$ cat src/rtl/gb_cpu_common_pkg.sv
// Shared types and opcode constants for the gb_cpu sequencing and decode blocks.
// Pure declarations: no logic, no latency, no flow control.
package gb_cpu_common_pkg;

  typedef enum logic [1:0] {
    EXEC = 2'd0,
    ISR  = 2'd1,
    HALT = 2'd2
  } seq_state_t;

  localparam logic [7:0] OP_NOP  = 8'h00;
  localparam logic [7:0] OP_HALT = 8'h76;
  localparam logic [7:0] OP_CB   = 8'hCB;

  localparam int ISR_MCYCLES_DEFAULT = 5;

endpackage

$ cat src/rtl/gb_cpu_tcycle_counter.sv
// Modulo-MODULUS T-cycle counter; advances on en, wrap is a same-cycle strobe on the last count.
// No backpressure: en low simply freezes the count.
module gb_cpu_tcycle_counter #(
  parameter  int MODULUS = 4,
  localparam int W       = (MODULUS > 1) ? $clog2(MODULUS) : 1
) (
  input  logic         clk,
  input  logic         reset,
  input  logic         en,
  output logic [W-1:0] count,
  output logic         wrap
);

  assign wrap = en && (count == W'(MODULUS - 1));

  always_ff @(posedge clk or posedge reset) begin
    if (reset) begin
      count <= '0;
    end else if (en) begin
      count <= wrap ? '0 : count + W'(1);
    end
  end

endmodule

$ cat src/rtl/gb_cpu_mcycle_sequencer.sv
// Opcode/CB-prefix holder and T/M-cycle stepper for the decoder schedule; opcode latched on the ending tick, visible next cycle.
// tick_en low freezes all state; the only combinational output is last_mcycle_o.
module gb_cpu_mcycle_sequencer
  import gb_cpu_common_pkg::*;
#(
  parameter  int MAX_MCYCLES   = 6,
  parameter  int TCYCLES_PER_M = 4,
  parameter  int ISR_MCYCLES   = ISR_MCYCLES_DEFAULT,
  localparam int CNT_W         = $clog2(MAX_MCYCLES),
  localparam int TC_W          = $clog2(TCYCLES_PER_M)
) (
  input  logic             clk,
  input  logic             reset,
  input  logic             tick_en,
  input  logic [7:0]       data_i,
  input  logic [CNT_W:0]   sched_len_i,
  input  logic [CNT_W:0]   sched_len_nt_i,
  input  logic             cond_i,
  input  logic             cond_taken_i,
  input  logic             irq_i,
  input  logic             ime_i,
  output logic [7:0]       opcode_o,
  output logic             cb_prefix_o,
  output logic [CNT_W-1:0] mcycle_o,
  output logic [TC_W-1:0]  tcycle_o,
  output logic             last_mcycle_o,
  output logic             isr_o,
  output logic             halted_o,
  output logic             irq_ack_o
);

  localparam int LEN_W = CNT_W + 1;

  seq_state_t       state_q, state_d;
  logic [7:0]       opcode_d;
  logic             cb_d;
  logic [CNT_W-1:0] mcycle_d;
  logic             ack_q, ack_d;
  logic             t_wrap;
  logic [LEN_W-1:0] len_raw, len_eff;

  gb_cpu_tcycle_counter #(
    .MODULUS (TCYCLES_PER_M)
  ) u_tcycle (
    .clk   (clk),
    .reset (reset),
    .en    (tick_en),
    .count (tcycle_o),
    .wrap  (t_wrap)
  );

  // Effective schedule length, clamped into 1..MAX_MCYCLES so the counter can never run away.
  always_comb begin
    len_raw = (cond_i && !cond_taken_i) ? sched_len_nt_i : sched_len_i;
    if (state_q == ISR) begin
      len_eff = LEN_W'(ISR_MCYCLES);
    end else if (len_raw == '0) begin
      len_eff = LEN_W'(1);
    end else if (len_raw > LEN_W'(MAX_MCYCLES)) begin
      len_eff = LEN_W'(MAX_MCYCLES);
    end else begin
      len_eff = len_raw;
    end
    last_mcycle_o = (state_q != HALT) && ({1'b0, mcycle_o} == len_eff - LEN_W'(1));
  end

  always_comb begin
    state_d  = state_q;
    opcode_d = opcode_o;
    cb_d     = cb_prefix_o;
    mcycle_d = mcycle_o;
    ack_d    = (state_q == ISR) && (mcycle_o == CNT_W'(2)) && t_wrap;

    if (t_wrap) begin
      if (state_q == HALT) begin
        if (irq_i) begin
          if (ime_i) begin
            state_d = ISR;
          end else begin
            state_d  = EXEC;
            opcode_d = data_i;
            cb_d     = 1'b0;
          end
        end
      end else if (!last_mcycle_o) begin
        mcycle_d = mcycle_o + CNT_W'(1);
      end else begin
        mcycle_d = '0;
        // Prefix and suffix are fetched atomically, so interrupts wait for the suffix.
        if (state_q == EXEC && opcode_o == OP_CB && !cb_prefix_o) begin
          cb_d     = 1'b1;
          opcode_d = data_i;
        end else if (state_q == EXEC && opcode_o == OP_HALT && !cb_prefix_o && !irq_i) begin
          state_d = HALT;
        end else if (state_q == EXEC && ime_i && irq_i) begin
          state_d = ISR;
        end else begin
          state_d  = EXEC;
          opcode_d = data_i;
          cb_d     = 1'b0;
        end
      end
    end
  end

  always_ff @(posedge clk or posedge reset) begin
    if (reset) begin
      state_q     <= EXEC;
      opcode_o    <= OP_NOP;
      cb_prefix_o <= 1'b0;
      mcycle_o    <= '0;
      ack_q       <= 1'b0;
    end else begin
      state_q     <= state_d;
      opcode_o    <= opcode_d;
      cb_prefix_o <= cb_d;
      mcycle_o    <= mcycle_d;
      ack_q       <= ack_d;
    end
  end

  assign isr_o     = (state_q == ISR);
  assign halted_o  = (state_q == HALT);
  assign irq_ack_o = ack_q;

endmodule

$ cat config.mk
export PLATFORM = sky130hd
export DESIGN_NAME = gb_cpu_mcycle_sequencer
export DESIGN_NICKNAME = d
export VERILOG_FILES = /design/src/rtl/gb_cpu_common_pkg.sv /design/src/rtl/gb_cpu_tcycle_counter.sv /design/src/rtl/gb_cpu_mcycle_sequencer.sv
export SDC_FILE = /design/constraint.sdc
export NUM_CORES = 1
export LEC_CHECK = 0
export BUFFER_PORTS_ARGS = -buffer_cell sky130_fd_sc_hd__buf_2
export CORE_MARGIN = 2
export CORE_UTILIZATION = 54
export DETAILED_ROUTE_END_ITERATION = 16
export PLACE_DENSITY = 0.82
export SLEW_MARGIN = 25
export SYNTH_ARGS = -nofsm -noshare
export SYNTH_HDL_FRONTEND = slang
export SYNTH_SLANG_ARGS = --single-unit
$ cat constraint.sdc
create_clock -name clk -period 6.9 [get_ports clk]
set_input_delay 1.725 -clock clk [delete_from_list [all_inputs] [get_ports clk]]
set_output_delay 1.725 -clock clk [all_outputs]
set_load 0.005 [all_outputs]
==> flow_summary.json <==
{
  "outcome": "complete, no violations",
  "root_buffer": "clkbuf_4",
  "area_growth_pct": 14.0,
  "core_um2": 2250,
  "synth-edff-count": 0,
  "worst_pin_slew_ns": 0.882,
  "die_h_um": 53.3,
  "post_drt_wl_per_cell_um": 15.3,
  "synth_area_leaders": "dfrtp_1 (32%), o221ai_1 (6.0%), nand4_1 (4.8%)",
  "maxCapViolCount": 0,
  "skew_ns": 0.00132,
  "post-dp-hpwl_um": 2360,
  "finalWirelength_um": 3210,
  "utilization_pct": 66.3,
  "num_io_pins": 41,
  "cts_setup_buffers": 0,
  "irDropWorstVdd_mv": 0.240,
  "async_flop_share_pct": 100,
  "hold_viol": 0,
  "clkTransAtPathRegs_ns": 0.11,
  "slew_headroom_pct": 41.0,
  "fillers": 199,
  "cts_made_buffers": 3,
  "vias_per_cell": 6.14,
  "track_usage_pct": 25.7,
  "finalSetupViolCount": 0,
  "diodes": 0,
  "syn_area_per_cell_um2": 9.04,
  "htree_num_levels": 1,
  "portBuffers": 40,
  "cts_resized": 0,
  "hold_path.class": "reg -> reg",
  "drive_above_1_share_pct": 30.2,
  "cts_hold_buf": 0,
  "setup-tns-final_ns": 0,
  "max_freq_mhz": 177,
  "p_leak_nw": 0.678,
  "place_area_um2": 1470,
  "grt_overflow": 0,
  "clk_latency_ns": 0.30,
  "setup_slack_ns": 1.25,
  "grt_max_degree": 18,
  "drtIter0Drc": 37,
  "sw_frac_of_total_pct": 47.6,
  "dieArea_um2": 2840,
  "ys_ff_latch": 17,
  "ant_nets": 0,
  "p_clk_share_pct": 11.2,
  "vias": 1289,
  "cts_sinks": 17,
  "critPathKind": "in -> out",
  "syn_inst": 145,
  "p_int_mw": 0.268,
  "power.density_nw_per_um2": 342,
  "end_kind": "primary output",
  "gp_congestion": 0.849,
  "drc": 0,
  "layout_common_cells": "buf_2 (40), dfrtp_1 (17), nor2_1 (12), a21oi_1 (12), nand3_1 (11)",
  "drtPass1Iterations": 4,
  "cp-start-kind": "primary input",
  "crit_fanout": 14,
  "dieWidth_um": 53.3,
  "min_period_ns": 5.65,
  "cts_tree": "done",
  "switching_power_mw": 0.244,
  "grt_setup_unrepaired": "false",
  "multi_input_area_um2": 782,
  "layout.nets": 210,
  "netlist.area_leader.share_pct": 32.4,
  "crit_required_ns": 5.18,
  "initial_core_util_pct": 58.2,
  "yosysTopAreaCell": "dfrtp_1",
  "ys_seq_area_share_pct": 32.4,
  "antenna_found_initial": 0,
  "yosys_warnings": 0,
  "dp_slack_ns": 1.29,
  "stdcell_area_um2": 1500,
  "p_seq_share_pct": 31.8,
  "row_count": 17,
  "grt_pass1_wl_um": 5380,
  "syn_area_um2": 1310,
  "grt_pass1_vias": 1220,
  "final_common_cell": "buf_2",
  "synthFlopType": "dfrtp_1",
  "min_period_over_period_pct": 81.9,
  "yosysUniqueCellTypes": 45,
  "slew_violations": 0,
  "regArea_um2": 425,
  "arrival_ns": 3.92,
  "p_comb_share_pct": 57.0,
  "synth_nets": 172,
  "cts_buffer_depth": 2
}
-- worst max-delay path, stage by stage --
cell	delay (ns)
buf_2	0.08
nand2b_4	0.14
mux2i_1	0.38
o21ai_0	0.17
a21oi_1	0.18
ha_1	0.18
xor2_1	0.07
or3_1	0.33
a21oi_2	0.20
o21ai_2	0.20
nor2_1	0.14
buf_2	0.12
-- power groups by stage --
stage               Combinational, mW  Clock, mW  Sequential [mW]
floorplan                       0.237          0            0.158
finish                          0.291     0.0574            0.163
detailed placement              0.288          0            0.164
CTS                             0.289     0.0569            0.162
global route                    0.331     0.0605            0.168
global placement                0.276          0            0.161
-- path summary, 6_finish.rpt --
| check | start | cells after the start | endpoint | slack [ns] |
|---|---|---|---|---|
| worst max register to register | state_q[1] | 10 | cb_prefix_o | 4.47 |
| worst min register to register | mcycle_o[2] | 1 | irq_ack_o | 0.53 |
| max in group asynchronous | reset | 2 | state_q[0] | 4.98 |
| worst min-delay path | mcycle_o[2] | 1 | irq_ack_o | 0.53 |
| min in group asynchronous | reset | 2 | u_tcycle.count[0] | 1.50 |
| worst max-delay path | cond_taken_i | 12 | last_mcycle_o | 1.25 |
-- per-stage QoR --
step           hold slack [ns]  cells  total power, mW
2_1_floorplan            0.504    145            0.396
3_3_place_gp             0.513    206            0.438
3_5_place_dp             0.520    206            0.452
4_1_cts                  0.534    210            0.508
5_1_grt                  0.560    210            0.559
6_report                 0.528    210            0.512
-- final cells by class --
class | count | area share, %
sequential | 17 | 28.5
multi-input combinational | 114 | 52.3
tap | 28 | 2.34
clock buffer | 4 | 1.76
timing repair buffer | 40 | 13.4
inverter | 7 | 1.76
-- cells in the mapped netlist (all sizes together), types with 2 or more instances --
cell    count
mux2i       3
buf         3
and3        8
nand4      10
nand2b      4
o21ai       8
nand3      11
clkbuf      3
nand2       7
or3         3
ha          4
inv         7
dfrtp      17
a21oi      13
mux2        2
nor2       12
o221ai      9
-- metal layers --
layer  vias up  track usage (%)  wire (µm)  share of wire, %
li1        635                -          -                 -
met1       612             33.3       1480                46
met2        37             41.2       1520                47
met3         5             3.95        175               5.5
met4         0             12.4         43               1.3
met5         -                0          0                 0
-- sequential cells by signal (all words and copies together) (netlist names) --
signal,count
opcode_o,8
mcycle_o,3
state_q,2
u_tcycle.count,2
cb_prefix_o,1
irq_ack_o,1
-- logic make-up (layout without fill, tap and decap cells) --
family                   Yosys count  count (layout)  synth area share (%)
flip-flops                        17              17                  32.4
XOR/XNOR                           2               2                  1.34
AO/OA/AOI/OAI                     39              39                  22.8
AND/OR/NAND/NOR                   64              64                  27.7
adder cells (fa/ha/maj)            4               4                  3.82
multiplexers                       5               5                  4.01
buffers and inverters             14              51                  7.92
No activity file was read; power rests on OpenSTA's default activity.
